## src/rtl/edl_token_ctrl_sync.sv

```systemverilog
// Synchronous error-detecting-latch token controller: latch window, sample window,
// dual-rail error resolution, stall/replay recovery and 4-phase left/right handshakes.
module edl_token_ctrl_sync #(
  parameter int DELAY_B   = 5,
  parameter int DELAY_E   = 5,
  parameter int RECOV_CYC = 2,
  parameter int MAX_RETRY = 3,
  parameter int MODE      = 1,
  parameter int CNT_W     = 8
) (
  input  logic             clk,
  input  logic             rst_n,
  input  logic             l_req,
  output logic             l_ack,
  output logic             r_req,
  input  logic             r_ack,
  output logic             le_req,
  input  logic             le_ack,
  input  logic             err1,
  input  logic             err0,
  output logic             latch_en,
  output logic             sample,
  output logic             err_out,
  output logic             stall,
  output logic             fatal,
  output logic [CNT_W-1:0] err_cnt
);

  localparam int MAX_AB = (DELAY_B > DELAY_E) ? DELAY_B : DELAY_E;
  localparam int MAX_D  = (MAX_AB > RECOV_CYC) ? MAX_AB : RECOV_CYC;
  localparam int CW     = $clog2(MAX_D + 1);
  localparam int RW     = $clog2(MAX_RETRY + 1);

  localparam logic [CW-1:0] LAST_B = CW'(DELAY_B - 1);
  localparam logic [CW-1:0] LAST_E = CW'(DELAY_E - 1);
  localparam logic [CW-1:0] LAST_R = CW'(RECOV_CYC - 1);
  localparam logic [RW-1:0] RETRY_LIMIT = RW'(MAX_RETRY);

  typedef enum logic [2:0] {
    IDLE  = 3'd0,
    OPEN  = 3'd1,
    SAMP  = 3'd2,
    RECOV = 3'd3,
    DONE  = 3'd4,
    FAULT = 3'd5
  } state_t;

  state_t        state_reg;
  logic [CW-1:0] cnt_reg;
  logic [RW-1:0] retry_reg;

  always_ff @(posedge clk or negedge rst_n) begin
    if (!rst_n) begin
      state_reg <= IDLE;
      cnt_reg   <= '0;
      retry_reg <= '0;
      l_ack     <= 1'b0;
      r_req     <= 1'b0;
      le_req    <= 1'b0;
      latch_en  <= 1'b0;
      sample    <= 1'b0;
      err_out   <= 1'b0;
      stall     <= 1'b0;
      fatal     <= 1'b0;
      err_cnt   <= '0;
    end else begin
      le_req  <= l_req;
      err_out <= 1'b0;
      case (state_reg)
        IDLE: begin
          if (l_req && le_ack && !r_ack) begin
            state_reg <= OPEN;
            latch_en  <= 1'b1;
            cnt_reg   <= '0;
            retry_reg <= '0;
          end
        end
        OPEN: begin
          if (cnt_reg == LAST_B) begin
            state_reg <= SAMP;
            latch_en  <= 1'b0;
            sample    <= 1'b1;
            cnt_reg   <= '0;
          end else begin
            cnt_reg <= cnt_reg + 1'b1;
          end
        end
        SAMP: begin
          if (cnt_reg == LAST_E) begin
            sample  <= 1'b0;
            cnt_reg <= '0;
            // Rails are only trusted at the close of the window; pending counts as an error.
            case ({err1, err0})
              2'b01: begin
                state_reg <= DONE;
                l_ack     <= 1'b1;
                r_req     <= 1'b1;
              end
              2'b11: begin
                state_reg <= FAULT;
                fatal     <= 1'b1;
              end
              default: begin
                state_reg <= RECOV;
                err_out   <= 1'b1;
                stall     <= 1'b1;
                if (err_cnt != {CNT_W{1'b1}}) err_cnt <= err_cnt + 1'b1;
              end
            endcase
          end else begin
            cnt_reg <= cnt_reg + 1'b1;
          end
        end
        RECOV: begin
          if (cnt_reg == LAST_R) begin
            stall   <= 1'b0;
            cnt_reg <= '0;
            if (retry_reg == RETRY_LIMIT) begin
              state_reg <= FAULT;
              fatal     <= 1'b1;
            end else begin
              retry_reg <= retry_reg + 1'b1;
              if (MODE == 1) begin
                state_reg <= OPEN;
                latch_en  <= 1'b1;
              end else begin
                state_reg <= SAMP;
                sample    <= 1'b1;
              end
            end
          end else begin
            cnt_reg <= cnt_reg + 1'b1;
          end
        end
        DONE: begin
          // Left and right sides return to zero independently.
          if (l_ack && !l_req && !le_ack) l_ack <= 1'b0;
          if (r_req && r_ack) r_req <= 1'b0;
          if (!l_ack && !r_req && !r_ack) state_reg <= IDLE;
        end
        FAULT: begin
          fatal    <= 1'b1;
          latch_en <= 1'b0;
          sample   <= 1'b0;
          l_ack    <= 1'b0;
          r_req    <= 1'b0;
          stall    <= 1'b0;
        end
        default: begin
          state_reg <= FAULT;
          fatal     <= 1'b1;
        end
      endcase
    end
  end

endmodule

```

## config.mk

```make
export PLATFORM = sky130hd
export DESIGN_NAME = edl_token_ctrl_sync
export DESIGN_NICKNAME = d
export VERILOG_FILES = /design/src/rtl/edl_token_ctrl_sync.sv
export SDC_FILE = /design/constraint.sdc
export NUM_CORES = 1
export LEC_CHECK = 0
export CORE_ASPECT_RATIO = 1.4
export CORE_MARGIN = 5
export CORE_UTILIZATION = 56
export DETAILED_ROUTE_END_ITERATION = 10
export GPL_TIMING_DRIVEN = 0
export PLACE_DENSITY = 0.89
export SYNTH_ARGS = -nofsm -noshare
export SYNTH_HDL_FRONTEND = slang
export SYNTH_SLANG_ARGS = --single-unit
```

## constraint.sdc

```tcl
create_clock -name clk -period 5.4 [get_ports clk]
set_clock_uncertainty 0.1 [all_clocks]
set_input_delay 0.54 -clock clk [delete_from_list [all_inputs] [get_ports clk]]
set_output_delay 0.54 -clock clk [all_outputs]
set_load 0.05 [all_outputs]
```

======== Word-level counts from Yosys, hierarchy flattened ========
Cells that the tools add are included.
Widths: inputs -> output; s select.
cells by class
  add/subtract/negate cells ............... 3
  equality and inequality tests ........... 23
  muxes and demuxes ....................... 41
  bitwise logic cells ..................... 3
  reduce and logical (&&, ||, !) cells .... 32
operator list
  kind                 count
  $mux 3               9
  $ne 2x2->1 const B   10
  $reduce_and 4->1     5
  $mux 1               19
  $pmux 3 s6           1
  $pmux 1 s3           5
  $reduce_bool 3->1    4
  $reduce_and 5->1     2
  $eq 3x3->1 const B   3
  $pmux 3 s3           1
  $add 8x1->8 const B  1
  $ne 8x8->1 const B   1
  $logic_and 1x1->1    7
  $eq 3x1->1 const B   2
  $eq 3x2->1 const B   2
  $mux 2               3
  $pmux 3 s2           1
  $reduce_and 6->1     1
  $logic_not 1->1      5
  $eq 2x2->1 const B   2
  $ne 2x1->1 const B   2
  $pmux 1 s4           1
  $pmux 2 s2           1
  $reduce_bool 4->1    1
  10 further kinds     13
word-level totals
  flip-flop bits (word level) ............. 24
  input port bits ......................... 7
  output and inout port bits .............. 16
  word-level logic and storage cells ...... 114

======== Logic depth before layout (Yosys ltp) ========
Gate-level depths: netlist (run 1).
  word-level depth ........................ 5
  depth in mapped cells ................... 6
  gate-level depth less buffers ........... 6

======== Least setup slack after synthesis (run 1) ========
OpenSTA, ideal clock, no wires.
  path kind ............................... register to register
  start point ............................. register err_cnt[0]
  end point ............................... register err_cnt[1]
  setup time .............................. 0.125 ns
  arrival time ............................ 1.598 ns
  data required time ...................... 5.175 ns
  slack ................................... 3.577 ns
  cell stages (with the launch flop) ...... 5
  path buffers ............................ 0
  period minus slack after synthesis ...... 1.823 ns
  cell sequence ........................... dfrtp_1 ha_1 and2_1 a31oi_2 mux2_2
between the ends
  longest elaborated chain between the ends .. 2
  elaborated cells on any way between the ends .. 3
  classes of those cells .................. add/sub: 1; eq/ne: 1; reduce/logical: 1
RTL lines
  what                                                                 line  text
  start: declaration                                                   26    output logic [CNT_W-1:0] err_cnt
  start signal: assignment                                             107   if (err_cnt != {CNT_W{1'b1}}) err_cnt <= err_cnt + 1'b1;
  parallel branches: the longest is 2 deep, another holds $add 8x1->8  -
Several ways; the timed one is not identified.
A chain may end at the register's enable or synchronous reset.

======== Final worst setup path (run 1) ========
  start point ............................. register err_cnt[7]
  end point ............................... output port err_cnt[7]
No word-level cell between the ends.

==> metrics.md, run 1 <==
| Metric | Value |
|---|---|
| Design internal power | 226 uW |
| Number of H-tree levels | 1 |
| Remaining Overflow, GRT | 0 |
| Maximum clock frequency | 445 MHz |
| Hold buffer count at CTS | 0 |
| Number of max-cap violations | 0 |
| Kind of cell adding the most delay to the critical path | buffers and inverters |
| Number of top-level pins | 23 |
| Worst-skew pair later-pin latency | 0.32 ns |
| Routed len/inst | 15.1 um |
| Data arrival, critical path | 1.61 ns |
| Destination of the worst register-to-register timing path | latch_en |
| End point of the most critical hold path | fatal |
| Slew Limit Fails | 0 |
| Iteration-0 DRC Markers | 45 |
| RSZ-0062 raised after global routing | false |
| Class of the tightest hold or removal check | register to register |
| Asr flop ratio synth | 1.00 |
| Setup repair bufs after CTS | 0 |
| Fin Setup TNS | 0 ns |
| Post-detailed-placement cell area | 1660 sq um |
| Switch Pwr | 60.6 uW |
| Number of sinks handled by clock tree synthesis | 24 |
| Worst reg-to-reg path cell count | 6 |
| Via count of the first global-routing pass | 1206 |
| Final-layout fill cell count | 179 |
| Bufs and invs on worst path | 1 |
| Clock share of power | 0.331 |
| Required @ worst endpoint | 4.76 ns |
| Pwr Density | 169 nW/um^2 |
| Global-route wire length before repair | 5.26 mm |
| Tmin final | 2.25 ns |
| Net count after synthesis | 146 |
| Highest net fanout along the worst path | 5 |
| Fraction of the yosys area taken by sequential cells | 0.429 |
| Post-synthesis instance total | 134 |
| Mapped Avg Cell Area | 10.4 sq um |
| Largest register FFs | 8 |
| Hold Vio Cnt, Final | 0 |
| Post-CTS clock slew at the launch and capture registers of the worst setup and hold paths | 0.13 ns |
| Full die area | 3610 sq um |
| Number of buffers on the longest clock path | 2 |
| Register-to-Register Setup Slack | 3.42 ns |
| Startpoint of the lowest-slack hold path | fatal |
| Via count of the routed design | 1141 |
| Cells along the critical path | clkdlybuf4s50_1 |
| Cell at the root of the clock tree | sky130_fd_sc_hd__clkbuf_4 |
| Antenna Violating Nets Remaining | 0 |
| Clock buffers created by TritonCTS | 3 |
| Endpoint class of the critical path | primary output |
| Routability Congestion | 0.887 |
| Overall power consumption | 287 uW |
| Pre-Repair DR Iteration Count | 4 |
| Count of unresolved DRC violations after routing | 0 |
| Seq. cell area | 601 sq um |
| Vertical extent of the die | 69.2 um |
| Design Area, Final | 1700 sq um |
| DPL Wire Length | 2.27 mm |
| Starting density of the core | 0.586 |
| Outcome | complete, no violations |
| Multi-input gate area in the final layout | 741 sq um |
| Count of unique library cells instantiated by Yosys | 53 |
| CTS tree | built |
| Fraction of final layout cells with drive strength greater than 1 | 0.144 |
| Transition time at the pin with the least slew margin | 1.07 ns |
| Layout area overhead | 21.4% |
| Global Route Usage Sum | 0.186 |
| Startpoint kind of the worst setup timing path | register |
| Peak per-stage delay on the critical path | 0.83 ns |
| Setup Viol. Count Final | 0 |
| Pin count of the biggest net entering global routing | 25 |
| NumNets Final | 173 |
| Worst slew slack as a fraction of its limit | 0.284 |
| Final cycle utilization of the critical path | 0.416 |
| CORE AREA | 2390 sq um |
| Worst supply voltage drop on vdd | 0.163 mV |
| Mapped cell area | 1400 sq um |
| Comb power frac | 0.042 |
| Kind of critical path | register to primary output |
| Slowest CP cell | sky130_fd_sc_hd__clkdlybuf4s50_1 |
| DR vias/cell | 5.88 |
| Top_reg_cell synth | sky130_fd_sc_hd__dfrtp_1 |
| Antenna violations before repair | 0 |
| Worst reg2reg startpoint | cnt_reg[0] |
| YS warnings | 0 |
| Yosys reg bits | 24 |
| Net switching share of the total power | 0.211 |
| Ant. Diodes | 0 |
| Proportion of power drawn by flip-flops and latches | 0.628 |
| IO buf count | 22 |
| Post-detailed-routing wire length | 2.93 mm |
| Worst hold path stage count | 1 |
| Standard-cell row count | 21 |
| Overall die width | 52.3 um |
| Resized Gates After CTS | 0 |
| Number of flops mapped to enable cells by yosys | 0 |
| Static leakage | 0.000757 uW |
## logic make-up after synthesis
group,share of synthesized area
AND/OR/NAND/NOR,0.220
AO/OA/AOI/OAI,0.181
flip-flops,0.429
buffers and inverters,0.0420
XOR/XNOR,0.0492
adder cells (fa/ha/maj),0.0447
multiplexers,0.0340
## placed cells by master, fill, tap and decap left out, drive strengths merged, types with 5 or more instances in the layout
cell | netlist | routed
a21oi | 7 | 7
nand4 | 5 | 5
xor2 | 5 | 5
clkdlybuf4s50 | 0 | 22
inv | 8 | 8
nand2b | 5 | 5
nor2 | 7 | 7
o21ai | 7 | 7
nand2 | 11 | 11
ha | 5 | 5
dfrtp | 24 | 24
## power by group through the flow
| stage | Clock, uW | Sequential, uW | Combinational (uW) |
|---|---|---|---|
| after floorplan | 0 | 185 | 1.02 |
| after global placement | 0 | 184 | 11.9 |
| after detailed placement | 0 | 184 | 12.1 |
| after CTS | 96.5 | 180 | 12.2 |
| after global routing | 108 | 180 | 13.1 |
| final | 94.9 | 180 | 11.9 |
## stage by stage
step / hold WS (ns) / std cells / setup slack, ns / utilization
finish: 0.378 / 194 / 3.15 / 0.711
global route: 0.407 / 194 / 3.08 / 0.711
CTS: 0.388 / 194 / 3.15 / 0.711
detailed placement: 0.354 / 190 / 3.14 / 0.695
global placement: 0.347 / 190 / 3.16 / 0.695
floorplan: 0.144 / 134 / 3.58 / -
## worst max path at each step
stage          startpoint  depth (start not counted)          to  slack (ns)
2_1_floorplan  err_cnt[0]                          4  err_cnt[1]        3.58
3_3_place_gp        l_req                          5    latch_en        3.16
3_5_place_dp        l_req                          5    latch_en        3.14
4_1_cts        err_cnt[7]                          1  err_cnt[7]        3.15
5_1_grt        err_cnt[7]                          1  err_cnt[7]        3.08
6_report       err_cnt[7]                          1  err_cnt[7]        3.15
## per-layer routing
metal,track usage,vias to the layer above,share of wire
met2,0.324,39,0.54
met1,0.215,555,0.40
li1,-,542,-
met5,0,-,0
met4,0.0795,0,0.016
met3,0.0302,5,0.049
## cell type report
class / count / share of cell area
multi-input combinational: 98 / 0.436
tap: 34 / 0.0250
clock buffer: 4 / 0.0214
timing repair buffer: 22 / 0.130
sequential: 24 / 0.353
buffer: 4 / 0.0169
inverter: 8 / 0.0177
## cells in the mapped netlist, types with 2 or more instances
library cell               count  area share
sky130_fd_sc_hd__nand2_1      11       0.029
sky130_fd_sc_hd__nor2_1        6       0.016
sky130_fd_sc_hd__nand2b_1      4       0.018
sky130_fd_sc_hd__inv_1         8       0.021
sky130_fd_sc_hd__mux2_2        2       0.016
sky130_fd_sc_hd__ha_1          5       0.045
sky130_fd_sc_hd__dfrtp_1      24        0.43
sky130_fd_sc_hd__nor3_1        3       0.011
sky130_fd_sc_hd__o211ai_1      2       0.011
sky130_fd_sc_hd__and3_1        4       0.018
sky130_fd_sc_hd__nand4_1       4       0.018
sky130_fd_sc_hd__a21oi_1       7       0.025
sky130_fd_sc_hd__xor2_1        4       0.025
sky130_fd_sc_hd__nand3b_1      2       0.011
sky130_fd_sc_hd__a21o_1        2       0.011
sky130_fd_sc_hd__o21ai_0       7       0.025
sky130_fd_sc_hd__buf_2         2      0.0071
sky130_fd_sc_hd__xnor2_1       2       0.013
Note: power is estimated with default switching activity, not from simulation.
==> run 2, diff against run 1 <==
--- a/config.mk
+++ b/config.mk
@@ -7,10 +7,10 @@
 export LEC_CHECK = 0
 export CORE_ASPECT_RATIO = 1.4
 export CORE_MARGIN = 5
-export CORE_UTILIZATION = 56
+export CORE_UTILIZATION = 52
 export DETAILED_ROUTE_END_ITERATION = 10
 export GPL_TIMING_DRIVEN = 0
-export PLACE_DENSITY = 0.89
+export PLACE_DENSITY = 0.84
 export SYNTH_ARGS = -nofsm -noshare
 export SYNTH_HDL_FRONTEND = slang
 export SYNTH_SLANG_ARGS = --single-unit
==> constraint.sdc (replaced) <==
create_clock -name clk -period 2.4 [get_ports clk]
set_clock_uncertainty 0.1 [all_clocks]
set_input_delay 0.24 -clock clk [delete_from_list [all_inputs] [get_ports clk]]
set_output_delay 0.24 -clock clk [all_outputs]
set_load 0.05 [all_outputs]
==> metrics.md, run 2 (synthesis gave the netlist of run 1 again) <==
| Metric | Value |
|---|---|
| Outcome | complete, no violations |
| Antenna Violating Nets Remaining | 0 |
| Post-detailed-placement cell area | 1670 sq um |
| Worst hold path stage count | 1 |
| Met2 Routed Length | 1.48 mm |
| Static leakage | 0.000757 uW |
| Worst slew slack as a fraction of its limit | 0.281 |
| Clock buffers created by TritonCTS | 3 |
| Worst reg2reg startpoint | cnt_reg[0] |
| Remaining Overflow, GRT | 0 |
| Overall die width | 53.9 um |
| Final cycle utilization of the critical path | 0.810 |
| Worst slack, placed | 0.429 ns |
| DRT met1 WL | 1.12 mm |
| Pwr Density | 379 nW/um^2 |
| Count of unresolved DRC violations after routing | 0 |
| Seq. cell area | 601 sq um |
| Kind of cell adding the most delay to the critical path | buffers and inverters |
| Full die area | 3840 sq um |
| Pre-Repair DR Iteration Count | 6 |
| IO buf count | 22 |
| CORE AREA | 2620 sq um |
| Cells along the critical path | clkdlybuf4s50_1 |
| Register-to-Register Setup Slack | 0.47 ns |
| End point of the most critical hold path | le_req |
| Hold slack final | 0.314 ns |
| Global Route Usage Sum | 0.165 |
| Cell at the root of the clock tree | sky130_fd_sc_hd__clkbuf_4 |
| Post-CTS clock slew at the launch and capture registers of the worst setup and hold paths | 0.12 ns |
| Routability Congestion | 0.908 |
| Number of top-level pins | 23 |
| Startpoint kind of the worst setup timing path | register |
| Fin cells | 196 |
| Via count of the routed design | 1120 |
| Transition time at the pin with the least slew margin | 1.08 ns |
| Hold Vio Cnt, Final | 0 |
| Highest net fanout along the worst path | 5 |
| Setup repair bufs after CTS | 0 |
| Number of buffers on the longest clock path | 2 |
| Multi-input gate area in the final layout | 741 sq um |
| DPL Wire Length | 2.13 mm |
| Required @ worst endpoint | 2.06 ns |
| Worst-skew pair later-pin latency | 0.32 ns |
| Routed len/inst | 14.3 um |
| Post-detailed-routing wire length | 2.79 mm |
| Bufs and invs on worst path | 1 |
| DR vias/cell | 5.71 |
| Data arrival, critical path | 1.60 ns |
| Stages on the worst setup path | 1 |
| Pin count of the biggest net entering global routing | 25 |
| Setup Viol. Count Final | 0 |
| NumNets Final | 173 |
| Destination of the worst register-to-register timing path | latch_en |
| Number of H-tree levels | 1 |
| Resized Gates After CTS | 0 |
| Most frequent cells in the layout | 24 x sky130_fd_sc_hd__dfrtp_1, 22 x sky130_fd_sc_hd__clkdlybuf4s50_1, 11 x sky130_fd_sc_hd__nand2_1, 8 x sky130_fd_sc_hd__inv_1 |
| Slowest CP cell | sky130_fd_sc_hd__clkdlybuf4s50_1 |
| Endpoint class of the critical path | primary output |
| Layout area overhead | 21.5% |
| Number of sinks handled by clock tree synthesis | 24 |
| Hold buffer count at CTS | 0 |
| Antenna violations before repair | 0 |
| CTS tree | built |
| Iteration-0 DRC Markers | 32 |
| Worst reg-to-reg path cell count | 6 |
| Largest register FFs | 8 |
| Maximum clock frequency | 514 MHz |
| Peak per-stage delay on the critical path | 0.83 ns |
| Slew Limit Fails | 0 |
| Vertical extent of the die | 71.4 um |
| Starting density of the core | 0.535 |
| Fraction of final layout cells with drive strength greater than 1 | 0.144 |
| Highest metal layer with signal wires | met4 |
| Class of the tightest hold or removal check | input pin to register |
| RSZ-0062 raised after global routing | false |
| Kind of critical path | register to primary output |
| Final-layout fill cell count | 209 |
| Worst supply voltage drop on vdd | 0.265 mV |
| Tmin final | 1.94 ns |
| Cell count after placement | 192 |
| Critical path origin | err_cnt[7] |
| Standard-cell row count | 22 |
| Ant. Diodes | 0 |
| Most common cell after layout, fill and taps aside | sky130_fd_sc_hd__dfrtp_1 |
| Number of max-cap violations | 0 |
| Via count of the first global-routing pass | 1084 |
| Startpoint of the lowest-slack hold path | l_req |
| Wire length on met3 | 144 um |
| Post-route setup slack | 0.455 ns |
| Global-route wire length before repair | 4.80 mm |
| Design Area, Final | 1700 sq um |
| Fin Setup TNS | 0 ns |
[run 2: cell counts in the layout (fill, tap and decap cells not counted)]
No cell type changed its count.
[run 2: layout make-up]
type | instances | area share
Timing Repair Buffer | 22 | 0.129
Tap cell | 36 | 0.0265
Buffer | 4 | 0.0169
Sequential cell | 24 | 0.353
Inverter | 8 | 0.0176
Multi-Input combinational cell | 98 | 0.435
Clock buffer | 4 | 0.0213
[run 2: how the worst max path moves through the flow]
stage | slack (ns) | endpoint
2_1_floorplan | 0.58 | err_cnt[1]
3_3_place_gp | 0.46 | latch_en
3_5_place_dp | 0.43 | latch_en
4_1_cts | 0.45 | err_cnt[7]
5_1_grt | 0.35 | latch_en
6_report | 0.46 | err_cnt[7]
[run 2: layer usage]
metal  global-route usage  up-vias
met2                0.290       37
li1                     -      541
met5                    0        -
met1                0.192      537
met3               0.0187        5
met4               0.0767        0
[run 2: where the power goes]
group          switching, uW  internal [uW]  leakage [uW]
logic                   15.3           11.2      0.000434
registers              0.223            405      0.000302
clock network            119           92.9     0.0000210
[run 2: through the flow]
step	total power (uW)	util
6_report	644	0.651
5_1_grt	671	0.651
4_1_cts	653	0.651
3_5_place_dp	440	0.637
3_3_place_gp	440	0.637
2_1_floorplan	419	-
==> run 3, diff against run 2 <==
==> constraint.sdc (replaced) <==
create_clock -name clk -period 1.8 [get_ports clk]
set_clock_uncertainty 0.1 [all_clocks]
set_input_delay 0.18 -clock clk [delete_from_list [all_inputs] [get_ports clk]]
set_output_delay 0.18 -clock clk [all_outputs]
set_load 0.05 [all_outputs]
==> metrics.md, run 3 (synthesis gave the netlist of run 1 again) <==
| Metric | Value |
|---|---|
| Count of unresolved DRC violations after routing | 0 |
| Pre-Repair DR Iteration Count | 4 |
| Startpoint kind of the worst setup timing path | register |
| Number of sinks handled by clock tree synthesis | 24 |
| Iteration-0 DRC Markers | 23 |
| Endpoint class of the critical path | register |
| Fraction of met2 tracks used by global routing | 0.296 |
| Ant. Diodes | 0 |
| Starting density of the core | 0.535 |
| Slew Limit Fails | 0 |
| Class of the tightest hold or removal check | input pin to register |
| Highest net fanout along the worst path | 5 |
| Routed len/inst | 14.9 um |
| Post-CTS clock slew at the launch and capture registers of the worst setup and hold paths | 0.14 ns |
| Maximum clock frequency | 571 MHz |
| DR vias/cell | 5.76 |
| Met1 Track Usage GR | 0.197 |
| Worst reg2reg startpoint | cnt_reg[1] |
| NumNets Final | 179 |
| Setup Viol. Count Final | 0 |
| Layout area overhead | 29.0% |
| Remaining Overflow, GRT | 0 |
| IO buf count | 22 |
| Fraction of final layout cells with drive strength greater than 1 | 0.241 |
| Destination of the worst register-to-register timing path | latch_en |
| Number of H-tree levels | 1 |
| Number of buffers on the longest clock path | 2 |
| Via count of the first global-routing pass | 1113 |
| Vertical extent of the die | 71.4 um |
| Most frequent cells in the layout | 21 x sky130_fd_sc_hd__dfrtp_1, 12 x sky130_fd_sc_hd__dlygate4sd2_1, 11 x sky130_fd_sc_hd__nand2_1, 8 x sky130_fd_sc_hd__clkdlybuf4s50_1, 7 x sky130_fd_sc_hd__o21ai_0 |
| Standard-cell row count | 22 |
| Transition time at the pin with the least slew margin | 1.08 ns |
| CTS tree | built |
| Global Route Usage Sum | 0.167 |
| Data arrival, critical path | 1.87 ns |
| Share of the core filled with cells in the final layout | 0.690 |
| Cell at the root of the clock tree | sky130_fd_sc_hd__clkbuf_4 |
| Worst reg-to-reg path cell count | 6 |
| Pin count of the biggest net entering global routing | 25 |
| Worst-skew pair later-pin latency | 0.32 ns |
| Hold Vio Cnt, Final | 0 |
| Tmin final | 1.75 ns |
| Full die area | 3840 sq um |
| Largest register FFs | 8 |
| Met3 demand-to-capacity share in global routing | 0.0208 |
| Overall die width | 53.9 um |
| Routing layer with the top usage in global route | met2 |
| Fin Setup TNS | 0 ns |
| Required @ worst endpoint | 1.92 ns |
| Number of max-cap violations | 0 |
| Global-route wire length before repair | 4.90 mm |
| Most common cell after layout, fill and taps aside | sky130_fd_sc_hd__dfrtp_1 |
| Static leakage | 0.000883 uW |
| Pwr Density | 481 nW/um^2 |
| Antenna Violating Nets Remaining | 0 |
| Critical path origin | cnt_reg[1] |
| Via count of the routed design | 1163 |
| DPL Wire Length | 2.23 mm |
| Antenna violations before repair | 0 |
| Critical path capture point | latch_en |
| Final cycle utilization of the critical path | 0.973 |
| Worst supply voltage drop on vdd | 0.362 mV |
| Register-to-Register Setup Slack | 0.05 ns |
| Routability Congestion | 0.911 |
| Worst slew slack as a fraction of its limit | 0.281 |
| Kind of critical path | register to register |
| Post-detailed-routing wire length | 3.02 mm |
| Outcome | complete, no violations |
| Number of top-level pins | 23 |
| Hold buffer count at CTS | 0 |
| CORE AREA | 2620 sq um |
| Clock buffers created by TritonCTS | 3 |
run 3: cell count changes in the layout (fill, tap and decap cells not counted), sizes merged:
cell	delta
clkdlybuf4s50	-14
dlygate4sd2	+12
buf	+6
dlymetal6s2s	+2
run 3: area by class of cell:
| cell class | count | area, sq um |
|---|---|---|
| timing repair buffer | 28 | 259 |
| inverter | 8 | 30.0 |
| clock buffer | 4 | 36.3 |
| tap | 36 | 45.0 |
| fill | 227 | 810 |
| sequential | 24 | 604 |
| buffer | 4 | 28.8 |
| multi-input combinational | 98 | 802 |
run 3: power by group:
part / total (uW) / switching (uW) / leakage (uW) / internal (uW)
combinational: 35.8 / 20.8 / 0.000564 / 14.9
clock: 291 / 168 / 0.0000210 / 124
sequential: 541 / 0.303 / 0.000298 / 540
run 3: how the worst min path moves through the flow:
stage	startpoint	endpoint	slack (ns)	cells after the start
after floorplan	rst_n	cnt_reg[0]	-0.22	0
after global placement	fatal	fatal	0.35	1
after detailed placement	fatal	fatal	0.37	1
after CTS	l_req	le_req	0.25	1
after global routing	l_req	le_req	0.24	1
final	l_req	le_req	0.26	1
run 3: metal layers:
layer  part of all wire  wire length, um
met5                  0                0
met4              0.014               42
met3              0.033               99
met2               0.53             1590
met1               0.43             1290
run 3: what timing repair did:
| action | in CTS | in global routing |
|---|---|---|
| pin swaps | 2 | 4 |
| gates resized for setup | 14 | 16 |
| setup buffers | 0 | 6 |
| setup endpoints to repair | 13 | 10 |
run 3: stage by stage:
stage / total power [uW] / hold slack, ns / worst slack [ns] / instance area, sq um / instances
2_1_floorplan: 558 / -0.216 / 0.00700 / 1400 / 134
3_3_place_gp: 586 / 0.352 / -0.0803 / 1670 / 192
3_5_place_dp: 588 / 0.368 / -0.109 / 1670 / 192
4_1_cts: 871 / 0.255 / 0.00311 / 1700 / 196
5_1_grt: 893 / 0.244 / -0.00596 / 1810 / 202
6_report: 868 / 0.259 / 0.0494 / 1810 / 202
run 3: critical path, cell delays in order, from the launching register on:
cell                       delay (ns)
sky130_fd_sc_hd__dfrtp_1         0.42
sky130_fd_sc_hd__inv_2           0.11
sky130_fd_sc_hd__ha_4            0.15
sky130_fd_sc_hd__nand2b_4        0.07
sky130_fd_sc_hd__a32oi_4         0.30
sky130_fd_sc_hd__and2_4          0.21
sky130_fd_sc_hd__mux2_4          0.30
